$ cat src/rtl/jk_pkg.sv
// Shared types for the JK command generator: FSM states, command codes, button bundle.
package jk_pkg;

  typedef enum logic [1:0] {
    IDLE         = 2'd0,
    ISSUE        = 2'd1,
    WAIT_RELEASE = 2'd2
  } state_e;

  localparam logic [1:0] CMD_HOLD = 2'b00;
  localparam logic [1:0] CMD_CLR  = 2'b01;
  localparam logic [1:0] CMD_SET  = 2'b10;
  localparam logic [1:0] CMD_TOG  = 2'b11;

  typedef struct packed {
    logic tog;
    logic clr;
    logic set;
  } btn_t;

  // Simultaneous set+clr is treated as a toggle, as is any tog press.
  function automatic logic [1:0] encode_cmd(input btn_t press);
    if (press.tog || (press.set && press.clr)) return CMD_TOG;
    if (press.set) return CMD_SET;
    if (press.clr) return CMD_CLR;
    return CMD_HOLD;
  endfunction

endpackage

$ cat src/rtl/jk_debounce.sv
// Two-flop synchroniser followed by a stable-count debouncer; emits a one-cycle press pulse.
module jk_debounce #(
  parameter int unsigned DEBOUNCE_CYCLES = 16
) (
  input  logic clk,
  input  logic rst_n,
  input  logic raw,
  output logic level,
  output logic press
);

  localparam int unsigned CNT_BITS = $clog2(DEBOUNCE_CYCLES);
  localparam logic [CNT_BITS-1:0] CNT_LAST = CNT_BITS'(DEBOUNCE_CYCLES - 1);

  logic [1:0]          sync;
  logic [CNT_BITS-1:0] cnt;

  // Counter only advances while the synchronised input disagrees with the held level.
  always_ff @(posedge clk or negedge rst_n) begin
    if (!rst_n) begin
      sync  <= 2'b00;
      cnt   <= '0;
      level <= 1'b0;
      press <= 1'b0;
    end else begin
      sync  <= {sync[0], raw};
      press <= 1'b0;
      if (sync[1] == level) begin
        cnt <= '0;
      end else if (cnt == CNT_LAST) begin
        cnt   <= '0;
        level <= sync[1];
        press <= sync[1];
      end else begin
        cnt <= cnt + CNT_BITS'(1);
      end
    end
  end

endmodule

$ cat src/rtl/jk_cmd_gen.sv
// Turns three debounced push-buttons into single-cycle J/K commands for a downstream JK flip-flop.
module jk_cmd_gen
  import jk_pkg::*;
#(
  parameter int unsigned DEBOUNCE_CYCLES = 16,
  parameter int unsigned CNT_W           = 8
) (
  input  logic             clk,
  input  logic             rst_n,
  input  logic             btn_set,
  input  logic             btn_clr,
  input  logic             btn_tog,
  output logic             j,
  output logic             k,
  output logic             busy,
  output logic [CNT_W-1:0] cmd_count
);

  btn_t   level;
  btn_t   press;
  state_e state;

  jk_debounce #(.DEBOUNCE_CYCLES(DEBOUNCE_CYCLES)) u_db_set (
    .clk(clk), .rst_n(rst_n), .raw(btn_set), .level(level.set), .press(press.set)
  );
  jk_debounce #(.DEBOUNCE_CYCLES(DEBOUNCE_CYCLES)) u_db_clr (
    .clk(clk), .rst_n(rst_n), .raw(btn_clr), .level(level.clr), .press(press.clr)
  );
  jk_debounce #(.DEBOUNCE_CYCLES(DEBOUNCE_CYCLES)) u_db_tog (
    .clk(clk), .rst_n(rst_n), .raw(btn_tog), .level(level.tog), .press(press.tog)
  );

  // One command per press; later presses are dropped until every button is released.
  always_ff @(posedge clk or negedge rst_n) begin
    if (!rst_n) begin
      state     <= IDLE;
      j         <= 1'b0;
      k         <= 1'b0;
      busy      <= 1'b0;
      cmd_count <= '0;
    end else begin
      case (state)
        IDLE: begin
          if (press != btn_t'(3'b000)) begin
            state  <= ISSUE;
            {j, k} <= encode_cmd(press);
            busy   <= 1'b1;
          end
        end
        ISSUE: begin
          state     <= WAIT_RELEASE;
          {j, k}    <= CMD_HOLD;
          cmd_count <= cmd_count + CNT_W'(1);
        end
        WAIT_RELEASE: begin
          if (level == btn_t'(3'b000)) begin
            state <= IDLE;
            busy  <= 1'b0;
          end
        end
        default: begin
          state  <= IDLE;
          {j, k} <= CMD_HOLD;
          busy   <= 1'b0;
        end
      endcase
    end
  end

endmodule

$ cat config.mk
export PLATFORM = sky130hd
export DESIGN_NAME = jk_cmd_gen
export DESIGN_NICKNAME = d
export VERILOG_FILES = /design/src/rtl/jk_pkg.sv /design/src/rtl/jk_debounce.sv /design/src/rtl/jk_cmd_gen.sv
export SDC_FILE = /design/constraint.sdc
export NUM_CORES = 1
export LEC_CHECK = 0
export BUFFER_PORTS_ARGS = -buffer_cell sky130_fd_sc_hd__buf_2
export CAP_MARGIN = 20
export CORE_ASPECT_RATIO = 1.75
export CORE_MARGIN = 2
export CORE_UTILIZATION = 56
export DETAILED_ROUTE_END_ITERATION = 8
export HOLD_SLACK_MARGIN = 0.06
export PLACE_DENSITY = 0.8
export SLEW_MARGIN = 5
export SYNTH_ARGS = -nofsm -noshare
export SYNTH_HDL_FRONTEND = slang
export SYNTH_SLANG_ARGS = --single-unit
$ cat constraint.sdc
create_clock -name clk -period 1.7 [get_ports clk]
set_clock_uncertainty 0.05 [all_clocks]
set_input_delay 0.085 -clock clk [delete_from_list [all_inputs] [get_ports clk]]
set_output_delay 0.085 -clock clk [all_outputs]
set_load 0.005 [all_outputs]
==> impl_results.rst, run 1 <==
.. list-table::
   :header-rows: 1

   * - Metric
     - Value
   * - Number of standard-cell rows in the floorplan
     - 24
   * - Top-level I/O count
     - 16
   * - Uppermost metal layer occupied by signal nets
     - met4
   * - Final Cycle Share
     - 0.8081
   * - Adder and majority cell fraction of the synthesized area
     - 0.03436
   * - Met1 Wirelength
     - 906 microns
   * - Area grow syn2layout
     - 16.58%
   * - Vias after detailed routing
     - 931
   * - Buffer type at the clock tree root
     - clkbuf_8
   * - Ratio of routed vias to standard cells
     - 5.642
   * - Final-report setup violation count
     - 0
   * - Met3 routed WL
     - 74 microns
   * - Synth async-reset ratio
     - 1.000
   * - Setup repair after global routing missed its margin
     - false
   * - Start-to-end type of the worst setup path
     - flop to flop
   * - CP peak stage delay
     - 0.45 ns
   * - Final routed wire length divided by cell count
     - 13.63 microns
   * - Mapped Area
     - 0.001456 sq mm
   * - Post-synthesis average cell area
     - 12.89 sq um
   * - Post-Place Cell Area
     - 0.001556 sq mm
   * - Placer congestion estimate
     - 0.7970
   * - Most frequently used flop master after synthesis
     - dfrtp_1
   * - Cells after synthesis
     - 113
   * - Nets@finish
     - 147
   * - Basic-gate share of the synthesized area counting and, or, nand and nor cells
     - 0.1254
   * - Met2 routed wirelength
     - 1209 microns
   * - Total of buffers placed on input and output ports
     - 15
   * - Pin count of the biggest net entering global routing
     - 38
   * - TritonCTS clock tree
     - done
   * - Number of cells upsized or downsized after cts
     - 0
   * - Path category of the worst min-delay check
     - flop to flop
   * - Capturing element type of the critical path
     - flop
   * - Worst path required time
     - 1.81 ns
   * - Slowest stage cell, crit path
     - dfrtp_1
   * - Buffer depth of the longest clock path
     - 2
   * - Result of the run
     - complete, no violations
   * - Endpoint arrival time on the critical path
     - 1.49 ns
   * - Synthesized-area fraction occupied by xor and xnor cells
     - 0.07818
   * - Via count of the first global-routing pass
     - 938
   * - Std-Cell Core Area
     - 0.002492 sq mm
   * - Type of element launching the critical path
     - flop
   * - Post-Place Setup Slack
     - 0.3365 ns
   * - Fraction of layout cells with a size suffix above 1
     - 0.1942
   * - HPWL reported at the end of detailed placement
     - 1539 microns
   * - TritonCTS Buffers
     - 5
   * - Number of enable-type register cells in the synthesized netlist
     - 0
   * - Mux cell area share after synthesis
     - 0.03351
   * - Final Routed Wirelength
     - 2249 microns
   * - Syn_nets
     - 122
   * - Clock sink count
     - 37
   * - Final total negative setup slack
     - 0 ns
   * - Core utilization of the finished layout
     - 0.6812
   * - Sequential cell area fraction in the yosys report
     - 0.6357
   * - Chip height
     - 71.47 microns
   * - Combinational family with the most area after synthesis
     - simple AND/OR/NAND/NOR gates
   * - Length of the first detailed-routing pass in iterations
     - 4
   * - Post-route setup slack
     - 0.3263 ns
   * - Worst IR drop on VDD
     - 0.7948 mV
   * - Drt initial violations
     - 25
   * - Clock slew seen by the registers of the worst setup and hold paths
     - 0.07 ns
   * - Effective utilization at floorplan
     - 0.5843
   * - Wire length of the first global-routing pass
     - 4002 microns
   * - Final instance area
     - 0.001698 sq mm
   * - DRC
     - 0
   * - Crit Path Max Fanout
     - 9
   * - Count of final max-slew check failures
     - 0
   * - Number of violations of the max-capacitance limit
     - 0
   * - Synth Warn #
     - 0
   * - Shortest clock period the worst path allows after layout
     - 1.374 ns
   * - Unique masters post-synth
     - 24
   * - Cell chain of the critical path
     - nor2b_1 -> mux2_4
   * - Insertion delay to the later sink of the worst-skew pair
     - 0.28 ns
   * - Worst-margin pin slew
     - 0.7940 ns
   * - Initial antenna violation count
     - 0
   * - Fraction of the mapped netlist area in compound gates
     - 0.07474
   * - GR Util All Layers
     - 0.1768
   * - Die ar.
     - 0.003041 sq mm
   * - Total overflow reported by the global router
     - 0
   * - Worst slew margin relative to its limit
     - 0.4707
   * - Antenna diode instance count
     - 0
   * - Achievable Freq
     - 727.9 MHz
   * - Standby leakage power
     - 0.8190 nW
   * - Flops & latches, synth
     - 37
   * - Horizontal extent of the die
     - 42.55 microns
   * - Count of H-tree levels built during CTS
     - 2
   * - Routed Antenna Nets
     - 0
   * - Final hold viol count
     - 0
   * - Power density over cell area
     - 963.0 mW/mm^2
## flip-flops by register name (all words and copies together) (netlist names), 2 cells and up
name	cells
u_db_set.sync	2
cmd_count	8
u_db_tog.cnt	4
u_db_clr.sync	2
u_db_set.cnt	4
u_db_clr.cnt	4
state	2
u_db_tog.sync	2
## layout make-up
type | count | area, sq um
fillers | 178 | 794.5
inverters | 5 | 18.77
clock inverters | 1 | 5.005
repair buffers | 19 | 115.1
flip-flops and latches | 37 | 925.9
multi-input cells | 70 | 504.2
well taps | 26 | 32.53
clock buffers | 7 | 96.34
## cell families after synthesis
logic type / Yosys count
multiplexers: 4
XOR/XNOR: 13
flip-flops: 37
adder cells (fa/ha/maj): 4
AO/OA/AOI/OAI: 19
AND/OR/NAND/NOR: 30
buffers and inverters: 6
## layout by cell type, fill, tap and decap left out, types with 5 or more instances in the layout
cell type	netlist	routed
o21ai_0	6	6
a21oi_1	8	8
buf_2	0	15
nor3b_1	5	5
dfrtp_1	37	37
inv_1	5	5
xnor2_1	12	12
clkbuf_8	0	7
## per-stage QoR
| stage | hold WS, ns | total power [mW] | instances |
|---|---|---|---|
| floorplan | -0.2606 | 0.9745 | 113 |
| global placement | 0.1387 | 1.001 | 153 |
| CTS | 0.3072 | 1.662 | 165 |
| detailed placement | 0.1443 | 1.008 | 153 |
| finish | 0.3049 | 1.635 | 165 |
| global route | 0.3070 | 1.713 | 165 |
## worst max-delay path: cells and delay by family, from the launching register on
family	cells	cell delay, ns
flip-flops	1	0.45
multiplexers	1	0.34
AND/OR/NAND/NOR	1	0.42
## where the power goes
part           total (mW)  leakage [nW]  internal (mW)  switching [mW]
combinational      0.0697         0.269         0.0328          0.0369
sequential          0.928         0.495          0.905          0.0225
clock               0.637        0.0542          0.366           0.272
## worst paths after layout
path | slack [ns] | depth (start not counted) | to | start
worst max-delay path | 0.33 | 2 | cmd_count[1] | state[1]
worst max register to register | 0.33 | 2 | cmd_count[1] | state[1]
worst min register to register | 0.30 | 0 | u_db_tog.sync[1] | u_db_tog.sync[0]
max in group asynchronous | 0.72 | 2 | cmd_count[7] | rst_n
min in group asynchronous | 0.37 | 2 | u_db_clr.cnt[1] | rst_n
worst min-delay path | 0.30 | 0 | u_db_tog.sync[1] | u_db_tog.sync[0]
## synth_stat cells, types with 2 or more instances
cell / number / area, sq um
nor2_1: 4 / 15.01
nor3_1: 3 / 15.01
o21bai_1: 2 / 15.01
mux2_2: 3 / 33.78
dfrtp_1: 37 / 925.9
ha_1: 4 / 50.05
xnor2_1: 12 / 105.1
nand3_1: 3 / 15.01
o21ai_0: 6 / 30.03
nand4_1: 4 / 25.02
nand2_1: 2 / 7.510
nor3b_1: 5 / 37.54
nand4b_1: 3 / 26.28
inv_1: 5 / 18.77
a21oi_1: 8 / 40.04
nor2b_1: 4 / 25.02
## per-layer routing
layer | vias up | track usage
met2 | 23 | 0.3094
met5 | - | 0
met3 | 8 | 0.05542
li1 | 446 | -
met1 | 454 | 0.1807
met4 | 0 | 0.1007
## repair_timing
action                                 4_1_cts  5_1_grt
endpoints found under the hold margin       40        0
buffers inserted                             0        0
hold buffers                                 4        0
(Power assumes the default switching activity.)
==> run 2: changes to the inputs <==
- ABC_AREA: unset -> 1
- CORE_UTILIZATION: 56 -> 51
- PLACE_DENSITY: 0.8 -> 0.76
- clock period: 1.7 -> 1.2 ns (I/O delays scaled with it)
==> impl_results.rst, run 2 <==
.. list-table::
   :header-rows: 1

   * - Metric
     - Value
   * - Length of the first detailed-routing pass in iterations
     - 4 (unchanged)
   * - Worst path required time
     - 1.37 ns (was 1.81 ns)
   * - Post-Place Setup Slack
     - -0.02474 ns (was 0.3365 ns)
   * - Most area-hungry cell type in the Yosys netlist
     - dfrtp_1 (unchanged)
   * - Ratio of routed vias to standard cells
     - 5.068 (was 5.642)
   * - Number of enable-type register cells in the synthesized netlist
     - 0 (unchanged)
   * - HPWL reported at the end of detailed placement
     - 1834 microns (was 1539 microns)
   * - Area grow syn2layout
     - 25.71% (was 16.58%)
   * - Wire length of the first global-routing pass
     - 4298 microns (was 4002 microns)
   * - Sequential cell area fraction in the yosys report
     - 0.6002 (was 0.6357)
   * - Pin count of the biggest net entering global routing
     - 26 (was 38)
   * - Clock sink count
     - 37 (unchanged)
   * - Final-report setup violation count
     - 0 (unchanged)
   * - Internal Dissipation
     - 2.260 mW (was 1.304 mW)
   * - Effective utilization at floorplan
     - 0.5328 (was 0.5843)
   * - TritonCTS Buffers
     - 5 (unchanged)
   * - Die ar.
     - 0.003498 sq mm (was 0.003041 sq mm)
   * - Fraction of layout cells with a size suffix above 1
     - 0.3021 (was 0.1942)
   * - Horizontal extent of the die
     - 45.58 microns (was 42.55 microns)
   * - Terminus of the critical flop-to-flop path
     - u_db_tog.cnt[3] (was cmd_count[1])
   * - Setup repair after global routing missed its margin
     - true (was false)
   * - Number of violations of the max-capacitance limit
     - 0 (unchanged)
   * - Cell types with the highest counts after synthesis
     - dfrtp_1 (37), nand2_1 (35), nor2_1 (19) (was dfrtp_1 (37), xnor2_1 (12), a21oi_1 (8))
   * - Top reg by flops
     - cmd_count (unchanged)
   * - Power dissipated by switching net loads
     - 0.9381 mW (was 0.3312 mW)
   * - DRC
     - 0 (unchanged)
   * - Cell types occupying the most area after synthesis
     - dfrtp_1 (60%), nand2_1 (8.5%), nor2_1 (4.6%), inv_1 (3.9%), ha_1 (3.2%) (was dfrtp_1 (64%), xnor2_1 (7.2%), ha_1 (3.4%), a21oi_1 (2.7%), nor3b_1 (2.6%))
   * - GR Util All Layers
     - 0.1704 (was 0.1768)
   * - TritonCTS clock tree
     - done (unchanged)
   * - Placer congestion estimate
     - 0.7968 (was 0.7970)
   * - Std-Cell Core Area
     - 0.002895 sq mm (was 0.002492 sq mm)
   * - Count of final max-slew check failures
     - 0 (unchanged)
   * - Worst IR drop on VDD
     - 1.248 mV (was 0.7948 mV)
   * - Core utilization of the finished layout
     - 0.6698 (was 0.6812)
   * - Clock power share
     - 0.289 (was 0.390)
   * - Net switching fraction of the power
     - 0.2934 (was 0.2026)
   * - Yosys top cell area share
     - 0.6002 (was 0.6357)
   * - Capturing element type of the critical path
     - flop (unchanged)
   * - Total overflow reported by the global router
     - 0 (unchanged)
   * - Clock slew seen by the registers of the worst setup and hold paths
     - 0.07 ns (about the same)
   * - Post-synthesis average cell area
     - 10.15 sq um (was 12.89 sq um)
   * - Final routed wire length divided by cell count
     - 12.07 microns (was 13.63 microns)
   * - Start-to-end type of the worst setup path
     - flop to flop (unchanged)
   * - Total of buffers placed on input and output ports
     - 15 (unchanged)
   * - Final Cycle Share
     - 0.9650 (was 0.8081)
   * - Worst-margin pin slew
     - 0.3344 ns (was 0.7940 ns)
   * - Part of the power in registers
     - 0.471 (was 0.568)
   * - Achievable Freq
     - 863.6 MHz (was 727.9 MHz)
   * - Start of the worst register-to-register path
     - u_db_tog.cnt[0] (was state[1])
   * - Vias after detailed routing
     - 1115 (was 931)
   * - Power density over cell area
     - 1649 mW/mm^2 (was 963.0 mW/mm^2)
   * - Drt initial violations
     - 10 (was 25)
   * - Routed Antenna Nets
     - 0 (unchanged)
   * - Final hold viol count
     - 0 (unchanged)
   * - Standby leakage power
     - 1.044 nW (was 0.8190 nW)
   * - Crit Path Max Fanout
     - 3 (was 9)
   * - Final Routed Wirelength
     - 2655 microns (was 2249 microns)
   * - Count of H-tree levels built during CTS
     - 2 (unchanged)
   * - Synth Warn #
     - 0 (unchanged)
   * - Top-level I/O count
     - 16 (unchanged)
   * - Most frequent standard cell in the layout excluding fill and tap cells
     - dfrtp_1 (unchanged)
   * - Initial antenna violation count
     - 0 (unchanged)
   * - Path category of the worst min-delay check
     - primary input to asynchronous set/reset pin (was flop to flop)
   * - Most numerous cell in the Yosys netlist
     - dfrtp_1 (unchanged)
   * - Antenna diode instance count
     - 0 (unchanged)
   * - Syn_nets
     - 161 (was 122)
   * - Final instance area
     - 0.001939 sq mm (was 0.001698 sq mm)
   * - Worst slew margin relative to its limit
     - 0.7754 (was 0.4707)
   * - Type of element launching the critical path
     - flop (unchanged)
   * - Buffer depth of the longest clock path
     - 2 (unchanged)
   * - Via count of the first global-routing pass
     - 1042 (was 938)
   * - Post-Place Cell Area
     - 0.001688 sq mm (was 0.001556 sq mm)
   * - Reg2Reg Setup Slack
     - 0.04 ns (was 0.33 ns)
   * - Insertion delay to the later sink of the worst-skew pair
     - 0.29 ns (was 0.28 ns)
   * - Number of flip-flops in the largest register
     - 8 (unchanged)
   * - Most frequently used flop master after synthesis
     - dfrtp_1 (unchanged)
   * - Flops & latches, synth
     - 37 (unchanged)
   * - Number of standard-cell rows in the floorplan
     - 26 (was 24)
   * - Chip height
     - 76.76 microns (was 71.47 microns)
   * - Result of the run
     - complete, no violations (unchanged)
   * - Buffer type at the clock tree root
     - clkbuf_8 (unchanged)
   * - Cells after synthesis
     - 152 (was 113)
   * - Unique masters post-synth
     - 20 (was 24)
   * - Design Power
     - 3.198 mW (was 1.635 mW)
   * - Mapped Area
     - 0.001543 sq mm (was 0.001456 sq mm)
   * - Shortest clock period the worst path allows after layout
     - 1.158 ns (was 1.374 ns)
   * - Synth async-reset ratio
     - 1.000 (unchanged)
   * - Post-route setup slack
     - 0.04201 ns (was 0.3263 ns)
   * - Commonest cells after routing, fill and taps aside
     - dfrtp_1 (37), nand2_1 (33), nor2_1 (17) (was dfrtp_1 (37), buf_2 (15), xnor2_1 (12))
   * - Combinational group share of total power
     - 0.239 (was 0.043)
   * - Nets@finish
     - 200 (was 147)
   * - Cells on worst reg2reg path
     - 5 (was 2)
   * - Endpoint arrival time on the critical path
     - 1.33 ns (was 1.49 ns)
## run 2: metrics by stage
step	hold WS, ns	std cells	TNS (ns)
2_1_floorplan	-0.2856	152	0
3_3_place_gp	-0.08732	198	0
3_5_place_dp	-0.08414	198	-0.04532
4_1_cts	0.1388	212	-0.01555
5_1_grt	0.1788	220	-0.1346
6_report	0.1374	220	0
## run 2: metal layers
| layer | routed length [microns] | share of wire | vias up | GRT usage |
|---|---|---|---|---|
| met3 | 95 | 0.036 | 9 | 0.05882 |
| met2 | 1464 | 0.55 | 20 | 0.2676 |
| met4 | 88 | 0.033 | 0 | 0.09412 |
| met1 | 1007 | 0.38 | 540 | 0.1921 |
| li1 | - | - | 546 | - |
| met5 | 0 | 0 | - | 0 |
## run 2: how the worst max path moves through the flow
stage | startpoint | to | slack [ns] | cells past startpoint
global route | state[0] | busy | -0.04 | 5
detailed placement | u_db_clr.cnt[0] | u_db_clr.cnt[3] | -0.02 | 5
floorplan | u_db_tog.cnt[0] | u_db_tog.cnt[0] | 0.09 | 5
CTS | u_db_clr.cnt[0] | u_db_clr.cnt[3] | -0.02 | 5
global placement | u_db_clr.cnt[0] | u_db_clr.cnt[0] | 0.04 | 5
finish | u_db_tog.cnt[0] | u_db_tog.cnt[3] | 0.04 | 5
## run 2: power groups by stage
stage          clock, mW  sequential (mW)  combinational [mW]
6_report           0.925             1.51               0.765
5_1_grt            0.996             1.53               0.851
4_1_cts            0.955             1.50               0.624
3_5_place_dp           0             1.53               0.602
3_3_place_gp           0             1.52               0.569
2_1_floorplan          0             1.52               0.376
## run 2: timing repair
item                                    in CTS  in global routing
setup buffers                                2                  8
endpoints found under the setup margin       5                 12
pin swaps                                    2                  9
hold buffers                                 4                  0
endpoints found under the hold margin       40                  0
resized for setup                            1                 14
## run 2: cell type report
cell class	count	area, sq um
fillers	221	955.9
flip-flops and latches	37	925.9
multi-input cells	97	581.8
repair buffers	32	225.2
clock buffers	7	96.34
inverters	18	70.07
well taps	28	35.03
clock inverters	1	5.005
## run 2: cell families after synthesis
| family | Yosys count | share of synthesized area |
|---|---|---|
| xor gates and xnor gates | 10 | 0.06164 |
| buffers and inverters | 18 | 0.04460 |
| AOI/OAI and AO/OA | 8 | 0.02595 |
| adders and majority gates | 4 | 0.03244 |
| DFF | 37 | 0.6002 |
| and+or+nand+nor | 75 | 0.2352 |
## run 2: worst max-delay path, cell delays in order, from the launching register on
cell	delay, ns
dfrtp_1	0.40
ha_2	0.19
nand2_2	0.07
nor2_2	0.04
or2_1	0.25
nor2_2	0.09
==> run 3: changes to the inputs <==
- BUFFER_PORTS_ARGS: -buffer_cell sky130_fd_sc_hd__buf_2 -> unset
- CORE_UTILIZATION: 51 -> 55
- DONT_BUFFER_PORTS: unset -> 1
- PLACE_DENSITY: 0.76 -> 0.73
- SYNTH_HIERARCHICAL: unset -> 1
==> impl_results.rst, run 3 <==
.. list-table::
   :header-rows: 1

   * - Metric
     - Value
   * - Length of the first detailed-routing pass in iterations
     - 4 (unchanged)
   * - DRC
     - 0 (unchanged)
   * - Syn_nets
     - 184 (was 161)
   * - Area of all sequential standard cells
     - 925.9 sq um (unchanged)
   * - Total overflow reported by the global router
     - 0 (unchanged)
   * - Most numerous cell in the Yosys netlist
     - nand2_1 (was dfrtp_1)
   * - Start-to-end type of the worst setup path
     - flop to flop (unchanged)
   * - Routed Antenna Nets
     - 0 (unchanged)
   * - Setup repair after global routing missed its margin
     - true (unchanged)
   * - Total of buffers placed on input and output ports
     - 0 (was 15)
   * - Cell types occupying the most area after synthesis
     - dfrtp_1 (58%), nand2_1 (9.9%), inv_1 (5.4%), nor2_1 (5.4%), nand3_1 (3.8%) (was dfrtp_1 (60%), nand2_1 (8.5%), nor2_1 (4.6%), inv_1 (3.9%), ha_1 (3.2%))
   * - Buffer depth of the longest clock path
     - 2 (unchanged)
   * - Area grow syn2layout
     - 14.78% (was 25.71%)
   * - Buffer type at the clock tree root
     - clkbuf_8 (unchanged)
   * - Placer congestion estimate
     - 0.7494 (was 0.7968)
   * - Number of enable-type register cells in the synthesized netlist
     - 0 (unchanged)
   * - Type of element launching the critical path
     - flop (unchanged)
   * - Antenna diode instance count
     - 0 (unchanged)
   * - Uppermost metal layer occupied by signal nets
     - met4 (unchanged)
   * - Drt initial violations
     - 39 (was 10)
   * - Number of buffers and inverters on the critical path
     - 1 (was 0)
   * - Clock sink count
     - 37 (unchanged)
   * - Initial antenna violation count
     - 0 (unchanged)
   * - Post-Place Setup Slack
     - 0.04680 ns (was -0.02474 ns)
   * - Met1 Wirelength
     - 998 microns (was 1007 microns)
   * - Most frequent standard cell in the layout excluding fill and tap cells
     - nand2_1 (was dfrtp_1)
   * - Setup Fix Bufs, Post-CTS
     - 0 (was 2)
   * - Most frequently used flop master after synthesis
     - dfrtp_1 (unchanged)
   * - Cell types with the highest counts after synthesis
     - nand2_1 (42), dfrtp_1 (37), inv_1 (23), nor2_1 (23), nand3_1 (12) (was dfrtp_1 (37), nand2_1 (35), nor2_1 (19))
   * - Path category of the worst min-delay check
     - primary input to asynchronous set/reset pin (unchanged)
   * - Result of the run
     - complete, no violations (unchanged)
   * - Flops & latches, synth
     - 37 (unchanged)
   * - Unique masters post-synth
     - 16 (was 20)
   * - Post-synthesis average cell area
     - 9.094 sq um (was 10.15 sq um)
   * - Ratio of routed vias to standard cells
     - 5.410 (was 5.068)
   * - Top-level I/O count
     - 16 (unchanged)
   * - Worst slew margin relative to its limit
     - 0.8551 (was 0.7754)
   * - Hold Slack
     - 0.1611 ns (was 0.1374 ns)
   * - Via count of the first global-routing pass
     - 1243 (was 1042)
   * - Clock slew seen by the registers of the worst setup and hold paths
     - 0.07 ns (about the same)
   * - HPWL reported at the end of detailed placement
     - 2087 microns (was 1834 microns)
   * - Yosys top cell area share
     - 0.5818 (was 0.6002)
   * - Cells after synthesis
     - 175 (was 152)
   * - Horizontal extent of the die
     - 44.67 microns (was 45.58 microns)
   * - Chip height
     - 75.16 microns (was 76.76 microns)
   * - Cell chain of the critical path
     - inv_1 -> nand2_2 -> nor2_4 -> nand2_1 -> xor2_1 (was ha_2 -> nand2_2 -> nor2_2 -> or2_1 -> nor2_2)
   * - Count of H-tree levels built during CTS
     - 2 (unchanged)
   * - Final Routed Wirelength
     - 2936 microns (was 2655 microns)
   * - Worst path required time
     - 1.33 ns (was 1.37 ns)
   * - Capturing element type of the critical path
     - flop (unchanged)
   * - Standby leakage power
     - 0.9754 nW (was 1.044 nW)
   * - Synth async-reset ratio
     - 1.000 (unchanged)
   * - Effective utilization at floorplan
     - 0.5848 (was 0.5328)
   * - Count of final max-slew check failures
     - 0 (unchanged)
   * - Worst-margin pin slew
     - 0.2151 ns (was 0.3344 ns)
   * - Met3 routed WL
     - 134 microns (was 95 microns)
   * - Final routed wire length divided by cell count
     - 13.53 microns (was 12.07 microns)
   * - Slowest stage cell, crit path
     - dfrtp_1 (unchanged)
   * - Post-route setup slack
     - 0.04664 ns (was 0.04201 ns)
   * - Top reg by flops
     - cmd_count (unchanged)
   * - Crit Path Max Fanout
     - 3 (unchanged)
   * - Core utilization of the finished layout
     - 0.6713 (was 0.6698)
   * - Met2 routed wirelength
     - 1716 microns (was 1464 microns)
   * - Final hold viol count
     - 0 (unchanged)
   * - Fraction of layout cells with a size suffix above 1
     - 0.1684 (was 0.3021)
   * - Std-Cell Core Area
     - 0.002721 sq mm (was 0.002895 sq mm)
   * - Final-report setup violation count
     - 0 (unchanged)
   * - Synth Warn #
     - 6 (was 0)
   * - Pin count of the biggest net entering global routing
     - 38 (was 26)
   * - Power density over cell area
     - 1290 mW/mm^2 (was 1649 mW/mm^2)
   * - Achievable Freq
     - 867.0 MHz (was 863.6 MHz)
   * - Most area-hungry cell type in the Yosys netlist
     - dfrtp_1 (unchanged)
   * - Wire length of the first global-routing pass
     - 4698 microns (was 4298 microns)
   * - Worst IR drop on VDD
     - 1.104 mV (was 1.248 mV)
   * - Endpoint arrival time on the critical path
     - 1.29 ns (was 1.33 ns)
   * - Number of standard-cell rows in the floorplan
     - 25 (was 26)
   * - Vias after detailed routing
     - 1174 (was 1115)
   * - Commonest cells after routing, fill and taps aside
     - nand2_1 (40), dfrtp_1 (37), inv_1 (23) (was dfrtp_1 (37), nand2_1 (33), nor2_1 (17))
   * - TritonCTS clock tree
     - done (unchanged)
   * - Final Cycle Share
     - 0.9611 (was 0.9650)
   * - Layout fillers
     - 220 (was 221)
   * - Design Power
     - 2.356 mW (was 3.198 mW)
   * - Sequential cell area fraction in the yosys report
     - 0.5818 (was 0.6002)
   * - Insertion delay to the later sink of the worst-skew pair
     - 0.29 ns (about the same)
   * - Nets@finish
     - 198 (was 200)
   * - Cells on worst reg2reg path
     - 5 (unchanged)
   * - CP peak stage delay
     - 0.42 ns (was 0.40 ns)
   * - GR Util All Layers
     - 0.2010 (was 0.1704)
   * - Mapped Area
     - 0.001592 sq mm (was 0.001543 sq mm)
   * - TritonCTS Buffers
     - 5 (unchanged)
   * - Die ar.
     - 0.003357 sq mm (was 0.003498 sq mm)
   * - Number of flip-flops in the largest register
     - 8 (unchanged)
   * - Shortest clock period the worst path allows after layout
     - 1.153 ns (was 1.158 ns)
   * - Number of violations of the max-capacitance limit
     - 0 (unchanged)
   * - Number of cells on the critical path
     - 5 (unchanged)
   * - Multi-input combinational cell area
     - 589.3 sq um (was 581.8 sq um)
   * - Gate family responsible for the most delay along the worst path
     - flip-flops (was simple AND/OR/NAND/NOR gates)
[run 3: final timing paths]
path / startpoint / end / slack, ns
min in group clk: btn_tog / u_db_tog/sync[0] / 0.27
max in group asynchronous: rst_n / u_db_tog/cnt[3] / 0.75
worst max register to register: state[1] / cmd_count[5] / 0.05
worst min register to register: u_db_clr/sync[0] / u_db_clr/sync[1] / 0.30
worst min-delay path: rst_n / cmd_count[6] / 0.16
worst max-delay path: state[1] / cmd_count[5] / 0.05
[run 3: metal layers]
metal,vias up,GRT usage
li1,564,-
met1,577,0.1548
met2,22,0.3881
met3,11,0.06954
met4,0,0.1313
met5,-,0
[run 3: cell families after synthesis]
logic type               Yosys count  synth area share
adder cells (fa/ha/maj)            4           0.03145
XOR/XNOR                           5           0.02751
AND/OR/NAND/NOR                   96            0.2767
AO/OA/AOI/OAI                      6           0.01886
buffers and inverters             27           0.06367
flip-flops                        37            0.5818
[run 3: power breakdown]
group | switching [mW] | internal [mW] | total (mW)
combinational | 0.0629 | 0.0407 | 0.104
clock | 0.420 | 0.518 | 0.938
sequential | 0.0329 | 1.28 | 1.31
total | 0.516 | 1.84 | 2.36
[run 3: final cells by class]
type,instances,share of cell area
sequential,37,0.5068
multi-input combinational,111,0.3226
inverter,27,0.05548
clock buffer,7,0.05274
timing repair buffer,7,0.04110
tap,27,0.01849
clock inverter,1,0.002740
[run 3: repair_timing]
item,in CTS,in global routing
setup endpoints to repair,0,4
resized for setup,0,7
hold buffers,5,0
endpoints found under the hold margin,40,0
[run 3: worst reg2reg max path, stage by stage, from the launching register on]
cell     delay, ns
dfrtp_1       0.42
inv_1         0.12
nand2_2       0.09
nor2_4        0.15
nand2_1       0.08
xor2_1        0.14
[run 3: per-stage QoR]
step           cell area (sq um)  std cells  setup TNS (ns)
6_report                    1827        217               0
5_1_grt                     1827        217        -0.03099
4_1_cts                     1802        217               0
3_5_place_dp                1640        204               0
3_3_place_gp                1640        204               0
2_1_floorplan               1592        175               0
